File: config.mk
export PLATFORM = sky130hd
export DESIGN_NAME = lcd_hd44780_ctrl
export DESIGN_NICKNAME = d
export VERILOG_FILES = /design/src/rtl/lcd_hd44780_ctrl.sv
export SDC_FILE = /design/constraint.sdc
export NUM_CORES = 1
export LEC_CHECK = 0
export CAP_MARGIN = 20
export CELL_PAD_IN_SITES_DETAIL_PLACEMENT = 1
export CELL_PAD_IN_SITES_GLOBAL_PLACEMENT = 1
export CORE_MARGIN = 2
export CORE_UTILIZATION = 43
export CTS_CLUSTER_SIZE = 28
export DETAILED_ROUTE_END_ITERATION = 6
export HOLD_SLACK_MARGIN = 0.02
export PLACE_DENSITY_LB_ADDON = 0.1
export SLEW_MARGIN = 30
export SYNTH_ARGS = -nofsm -noshare
export SYNTH_HDL_FRONTEND = slang
export SYNTH_SLANG_ARGS = --single-unit
File: constraint.sdc
create_clock -name clk_clk -period 2.8 [get_ports clk_clk]
set_input_delay 0.56 -clock clk_clk [delete_from_list [all_inputs] [get_ports clk_clk]]
set_output_delay 0.56 -clock clk_clk [all_outputs]
set_load 0.01 [all_outputs]
File: src/rtl/lcd_hd44780_ctrl.sv
// lcd_hd44780_ctrl: 8-bit HD44780 write-only sequencer.
// Runs the power-up init sequence, then drains a small command/data FIFO,
// generating setup / enable / hold timing and per-command execution waits.
module lcd_hd44780_ctrl #(
   parameter int POWERUP_CYC  = 750000,
   parameter int SETUP_CYC    = 4,
   parameter int EN_CYC       = 25,
   parameter int HOLD_CYC     = 4,
   parameter int CMD_WAIT_CYC = 2000,
   parameter int CLR_WAIT_CYC = 82000,
   parameter int FIFO_DEPTH   = 4
) (
   input  logic       clk_clk,
   input  logic       reset_reset_n,
   input  logic       wr_valid,
   output logic       wr_ready,
   input  logic       wr_rs,
   input  logic [7:0] wr_data,
   output logic       init_done,
   output logic       busy,
   output logic       lcd_rs,
   output logic       lcd_rw,
   output logic       lcd_en,
   output logic [7:0] lcd_data
);

   function automatic int max_i(input int a, input int b);
      return (a > b) ? a : b;
   endfunction

   localparam int MAX_CYC = max_i(max_i(max_i(POWERUP_CYC, SETUP_CYC), max_i(EN_CYC, HOLD_CYC)),
                                  max_i(CMD_WAIT_CYC, CLR_WAIT_CYC));
   localparam int CNT_W = $clog2(MAX_CYC + 1);
   localparam int PTR_W = $clog2(FIFO_DEPTH);
   localparam int LVL_W = PTR_W + 1;

   localparam logic [CNT_W-1:0] PWR_LD   = CNT_W'(POWERUP_CYC - 1);
   localparam logic [CNT_W-1:0] SETUP_LD = CNT_W'(SETUP_CYC - 1);
   localparam logic [CNT_W-1:0] EN_LD    = CNT_W'(EN_CYC - 1);
   localparam logic [CNT_W-1:0] HOLD_LD  = CNT_W'(HOLD_CYC - 1);
   localparam logic [CNT_W-1:0] CMD_LD   = CNT_W'(CMD_WAIT_CYC - 1);
   localparam logic [CNT_W-1:0] CLR_LD   = CNT_W'(CLR_WAIT_CYC - 1);
   localparam logic [LVL_W-1:0] LVL_FULL = LVL_W'(FIFO_DEPTH);

   typedef enum logic [2:0] {
      ST_PWRUP = 3'd0,
      ST_SETUP = 3'd1,
      ST_PULSE = 3'd2,
      ST_HOLD  = 3'd3,
      ST_WAIT  = 3'd4,
      ST_IDLE  = 3'd5
   } state_t;

   // Init ROM: function set (x3), display on, clear, entry mode.
   function automatic logic [7:0] init_byte(input logic [2:0] idx);
      case (idx)
         3'd0:    return 8'h38;
         3'd1:    return 8'h38;
         3'd2:    return 8'h38;
         3'd3:    return 8'h0C;
         3'd4:    return 8'h01;
         3'd5:    return 8'h06;
         default: return 8'h00;
      endcase
   endfunction

   // Clear display / return home need the long execution wait.
   function automatic logic is_clr_home(input logic rs, input logic [7:0] d);
      return (rs == 1'b0) && ((d == 8'h01) || (d == 8'h02) || (d == 8'h03));
   endfunction

   state_t           state_r;
   logic [CNT_W-1:0] cnt_r;
   logic [2:0]       init_idx_r;
   logic             init_done_r;
   logic             lcd_rs_r;
   logic             lcd_en_r;
   logic [7:0]       lcd_data_r;

   logic [8:0]       mem_r [FIFO_DEPTH];
   logic [PTR_W-1:0] wr_ptr_r;
   logic [PTR_W-1:0] rd_ptr_r;
   logic [LVL_W-1:0] level_r;

   logic             push_s;
   logic             pop_s;
   logic [8:0]       head_s;

   assign wr_ready  = (level_r != LVL_FULL);
   assign push_s    = wr_valid && wr_ready;
   assign pop_s     = (state_r == ST_IDLE) && (level_r != LVL_W'(0));
   assign head_s    = mem_r[rd_ptr_r];

   assign init_done = init_done_r;
   assign busy      = !(init_done_r && (level_r == LVL_W'(0)) && (state_r == ST_IDLE));
   assign lcd_rs    = lcd_rs_r;
   assign lcd_rw    = 1'b0;
   assign lcd_en    = lcd_en_r;
   assign lcd_data  = lcd_data_r;

   // FIFO storage: payload only, validity is tracked by the pointers.
   always_ff @(posedge clk_clk) begin
      if (push_s) begin
         mem_r[wr_ptr_r] <= {wr_rs, wr_data};
      end
   end

   // FIFO pointers and fill level; simultaneous push and pop keep the level.
   always_ff @(posedge clk_clk or negedge reset_reset_n) begin
      if (!reset_reset_n) begin
         wr_ptr_r <= {PTR_W{1'b0}};
         rd_ptr_r <= {PTR_W{1'b0}};
         level_r  <= {LVL_W{1'b0}};
      end else begin
         if (push_s) begin
            wr_ptr_r <= wr_ptr_r + PTR_W'(1);
         end
         if (pop_s) begin
            rd_ptr_r <= rd_ptr_r + PTR_W'(1);
         end
         if (push_s && !pop_s) begin
            level_r <= level_r + LVL_W'(1);
         end else if (pop_s && !push_s) begin
            level_r <= level_r - LVL_W'(1);
         end else begin
            level_r <= level_r;
         end
      end
   end

   // Transfer sequencer: power-up delay, init ROM, then FIFO bytes.
   always_ff @(posedge clk_clk or negedge reset_reset_n) begin
      if (!reset_reset_n) begin
         state_r     <= ST_PWRUP;
         cnt_r       <= {CNT_W{1'b0}};
         init_idx_r  <= 3'd0;
         init_done_r <= 1'b0;
         lcd_rs_r    <= 1'b0;
         lcd_en_r    <= 1'b0;
         lcd_data_r  <= 8'h00;
      end else begin
         case (state_r)
            ST_PWRUP: begin
               // counts up from its reset value of zero
               if (cnt_r == PWR_LD) begin
                  state_r    <= ST_SETUP;
                  cnt_r      <= SETUP_LD;
                  init_idx_r <= 3'd0;
                  lcd_rs_r   <= 1'b0;
                  lcd_data_r <= init_byte(3'd0);
               end else begin
                  cnt_r <= cnt_r + CNT_W'(1);
               end
            end
            ST_IDLE: begin
               if (pop_s) begin
                  state_r    <= ST_SETUP;
                  cnt_r      <= SETUP_LD;
                  lcd_rs_r   <= head_s[8];
                  lcd_data_r <= head_s[7:0];
               end else begin
                  state_r <= ST_IDLE;
               end
            end
            ST_SETUP: begin
               if (cnt_r == CNT_W'(0)) begin
                  state_r  <= ST_PULSE;
                  cnt_r    <= EN_LD;
                  lcd_en_r <= 1'b1;
               end else begin
                  cnt_r <= cnt_r - CNT_W'(1);
               end
            end
            ST_PULSE: begin
               if (cnt_r == CNT_W'(0)) begin
                  state_r  <= ST_HOLD;
                  cnt_r    <= HOLD_LD;
                  lcd_en_r <= 1'b0;
               end else begin
                  cnt_r <= cnt_r - CNT_W'(1);
               end
            end
            ST_HOLD: begin
               if (cnt_r == CNT_W'(0)) begin
                  state_r <= ST_WAIT;
                  cnt_r   <= is_clr_home(lcd_rs_r, lcd_data_r) ? CLR_LD : CMD_LD;
               end else begin
                  cnt_r <= cnt_r - CNT_W'(1);
               end
            end
            ST_WAIT: begin
               if (cnt_r != CNT_W'(0)) begin
                  cnt_r <= cnt_r - CNT_W'(1);
               end else if (init_done_r) begin
                  state_r <= ST_IDLE;
               end else if (init_idx_r == 3'd5) begin
                  init_done_r <= 1'b1;
                  state_r     <= ST_IDLE;
               end else begin
                  state_r    <= ST_SETUP;
                  cnt_r      <= SETUP_LD;
                  init_idx_r <= init_idx_r + 3'd1;
                  lcd_rs_r   <= 1'b0;
                  lcd_data_r <= init_byte(init_idx_r + 3'd1);
               end
            end
            default: begin
               state_r  <= ST_PWRUP;
               cnt_r    <= {CNT_W{1'b0}};
               lcd_en_r <= 1'b0;
            end
         endcase
      end
   end

endmodule
==> key figures, run 1 <==
Placed design
  • Quantity of I/O buffers inserted on ports: 24
  • Number of placed instances, taps included: 633
  • Cell area after placement: between 5000 and 6000 µm²
  • Dpl ws: ~0.24 ns
  • Routability Congestion: 0.830
  • Post-detail-place hpwl: 9.91 mm

Detailed routing
  • Number of vias in the routed layout: 3874
  • Number of DRC markers in iteration 0: 310
  • Number of remaining DRC errors: 0
  • Post-DR wirelength/cell: between 20 and 25 µm
  • Detailed Routing Iterations Pass 1: 5
  • Number of nets still failing antenna checks after routing: 0
  • Vias per cell: 5.97
  • Total wirelength of the detailed-routed design: 13.4 mm

Clock network
  • Number of buffers created by CTS: 9
  • Clock tree from TritonCTS: done
  • Number of hold buffers added after cts: 0
  • Total setup buffers inserted after CTS: 0
  • Number of H-tree levels: 3
  • Cell at the root of the clock tree: sky130_fd_sc_hd__clkbuf_8
  • Max Root-Sink Buffers: 2
  • Skew-Pair Late Insertion Delay: 0.37 ns
  • Clock sinks: 80
  • Resized Gates After CTS: 0
  • Clock-pin slew on the worst setup and hold paths: about 0.09 ns

Logic synthesis
  • Post-synth top area share: 0.235
  • Leading post-synthesis cells by instance count: sky130_fd_sc_hd__dfrtp_1, sky130_fd_sc_hd__edfxtp_1, sky130_fd_sc_hd__nand2_1, sky130_fd_sc_hd__nor2_1, sky130_fd_sc_hd__inv_1
  • Sequential cell area fraction in the yosys report: 0.466
  • Synthesized area per cell: ~10 µm²
  • Top-count cell post-synth: sky130_fd_sc_hd__dfrtp_1
  • Synthesized flop and latch total: 80
  • Top post-synthesis cells by area: sky130_fd_sc_hd__dfrtp_1, sky130_fd_sc_hd__edfxtp_1, sky130_fd_sc_hd__mux4_2
  • Share of synthesized flip-flops with an asynchronous set or reset: 0.550
  • Synth Warn #: 0
  • Post-synth top flop: sky130_fd_sc_hd__dfrtp_1
  • Cell area after technology mapping: about 4700 µm²
  • Library cell occupying the most area in the post-synthesis netlist: sky130_fd_sc_hd__dfrtp_1
  • Total nets after synthesis: about 490
  • Number of flops mapped to enable cells by yosys: 36
  • Mapped Cells: roughly 460
  • Synth unique cells: between 60 and 70

STA
  • Number of hold-slack violations in the final timing report: 0
  • Worst hold margin: around 0.12 ns
  • Setup repair after global routing missed its margin: no
  • Slew at the pin closest to its max-slew limit: 0.646 ns
  • Final setup TNS: 0 ns
  • Fmax: around 0.38 GHz
  • Skew final: 0.0129 ns
  • Remaining max-slew budget at the tightest pin: 0.565
  • Final worst path period need: between 2 and 3 ns
  • Max-slew violations: 0
  • Final worst path period share: 0.937
  • Number of endpoints failing setup at the final stage: 0
  • PnR worst setup slack: ~0.18 ns

Worst setup path
  • Worst setup path class: reg2out
  • Largest stage delay on the critical path: 0.52 ns
  • Critical path, cell by cell: inv_1 -> nor3_1 -> nand3_1 -> clkdlybuf4s50_1
  • Signal arrival time at the worst endpoint: roughly 2.1 ns
  • Endpoint class of the critical path: output port
  • Crit-path slowest cell: sky130_fd_sc_hd__dfrtp_1
  • Count of buffer and inverter cells on the critical path: 2
  • Worst setup SP type: flop
  • Top fanout value on the critical path: 8
  • Crit-path leading delay family: buffers and inverters
  • Critical path required time: 2.24 ns

Global routing
  • Via count of the first global-routing pass: approximately 4000
  • First-pass GRT wire length: around 22 mm
  • Pin count of the biggest net entering global routing: 20
  • Antenna violations before repair: 0
  • Global router's overall resource usage: 0.245
  • Total grt overflow: 0

Pwr
  • Cell Pwr Density: 506 nW/µm²
  • Net switching share of the total power: 0.266
  • Maximum vdd ir drop: around 0.00034 V
  • Portion of total power attributed to sequential cells: 0.521
  • Sum of internal, switching and leakage power: 2.78 mW
  • Leakage power: 2.21 nW
  • Switch Pwr: about 0.74 mW
  • Clk pwr share: 0.362
  • P_int: ~2.0 mW
  • Combinational Power Share: 0.118

Floorplan
  • Width of the die: approximately 110 µm
  • I/O Pins: 26
  • Starting Density: 0.436
  • Die outline height: approximately 110 µm
  • Die area: approximately 12000 µm²
  • Floorplan Core Area: roughly 11000 µm²
  • Number of cell rows: 38

Cells and area
  • Number of nets in the layout: roughly 530
  • Cell area after layout: ~5500 µm²
  • Non-filler cells, final: ~650
  • Number of fillers in the final layout: roughly 1200
  • End-of-flow core utilization: 0.511
  • Area delta synth->final: 17.1%
  • Share of final-layout standard cells stronger than drive strength 1: 0.169
  • Number of antenna cells inserted: 0

Job
  • Max-cap violations: 0

Status
  • Run status: finished, final reports clean

Min path
  • Min-Delay Path Class: in2async
-- final cells by class --
type	instances	area (µm²)	area share
multi-input cells	322	2250	0.410
flip-flops and latches	80	2180	0.398
repair buffers	67	558	0.102
well taps	140	175	0.0319
clock buffers	9	124	0.0226
clock inverters	7	106	0.0194
inverters	24	90.1	0.0164
-- metal layers --
metal	up-vias	wire, µm	GRT usage	share of wire
li1	1802	-	-	-
met1	1967	6280	0.348	0.47
met2	93	6400	0.394	0.48
met3	12	562	0.0368	0.042
met4	0	126	0.0623	0.0094
met5	-	0	0	0
-- cell families (layout without fill, tap and decap cells) --
| group | count (synthesis) | count (layout) | synth area share |
|---|---|---|---|
| xor gates and xnor gates | 17 | 17 | 0.0318 |
| DFF | 80 | 80 | 0.466 |
| buffers and inverters | 59 | 107 | 0.0539 |
| other | 1 | 1 | 0.000800 |
| and+or+nand+nor | 162 | 162 | 0.179 |
| AOI/OAI and AO/OA | 107 | 107 | 0.156 |
| muxes | 20 | 20 | 0.0716 |
| adders and majority gates | 15 | 15 | 0.0417 |
-- state kept, by name, indices dropped and copies added (netlist names) --
register / flops
init_done: 1
state_r: 3
level_r: 3
init_idx_r: 3
wr_ptr_r: 2
mem_r: 36
cnt_r: 20
lcd_rs: 1
lcd_data: 8
lcd_en: 1
rd_ptr_r: 2
-- placed cells by master (no fill, tap or decap), drive strengths merged, types with 5 or more instances in the layout --
| cell type | instances |
|---|---|
| or4 | 6 |
| a221oi | 5 |
| buf | 44 |
| nand4 | 8 |
| nor4 | 10 |
| edfxtp | 36 |
| a22oi | 7 |
| and3 | 7 |
| clkdlybuf4s50 | 23 |
| clkbuf | 9 |
| or3 | 8 |
| a21oi | 20 |
| mux2i | 5 |
| xnor2 | 9 |
| nand3 | 13 |
| o21ai | 25 |
| inv | 28 |
| mux4 | 9 |
| xor2 | 8 |
| nor2 | 37 |
| mux2 | 6 |
| a31oi | 7 |
| dfrtp | 44 |
| nand2 | 36 |
| ha | 14 |
| nor3 | 22 |
-- power by group through the flow --
stage	sequential, mW	combinational (mW)	clock [mW]
2_1_floorplan	1.45	0.204	0
3_3_place_gp	1.46	0.318	0
3_5_place_dp	1.48	0.334	0
4_1_cts	1.45	0.336	1.04
5_1_grt	1.46	0.370	1.08
6_report	1.45	0.327	1.00
-- final timing paths --
path                       depth (start not counted)     endpoint  slack, ns     startpoint
setup / recovery                                   4         busy       0.18     state_r[0]
hold / removal                                     1  lcd_data[7]       0.12  reset_reset_n
setup reg to reg                                   6  lcd_data[0]       0.23       cnt_r[4]
hold reg to reg                                    1   level_r[2]       0.51     level_r[2]
max in group asynchronous                          2    cnt_r[14]       2.08  reset_reset_n
min in group clk_clk                               1   level_r[2]       0.51     level_r[2]
(Power assumes the default switching activity.)
==> run 2, diff against run 1 <==
--- a/config.mk
+++ b/config.mk
@@ -5,7 +5,6 @@
 export SDC_FILE = /design/constraint.sdc
 export NUM_CORES = 1
 export LEC_CHECK = 0
-export CAP_MARGIN = 20
 export CELL_PAD_IN_SITES_DETAIL_PLACEMENT = 1
 export CELL_PAD_IN_SITES_GLOBAL_PLACEMENT = 1
 export CORE_MARGIN = 2
@@ -14,6 +13,7 @@
 export DETAILED_ROUTE_END_ITERATION = 6
 export HOLD_SLACK_MARGIN = 0.02
 export PLACE_DENSITY_LB_ADDON = 0.1
+export SKIP_LAST_GASP = 1
 export SLEW_MARGIN = 30
 export SYNTH_ARGS = -nofsm -noshare
 export SYNTH_HDL_FRONTEND = slang
==> results of run 2 <==
Final layout, timing and power as in run 1 (identical DEF).
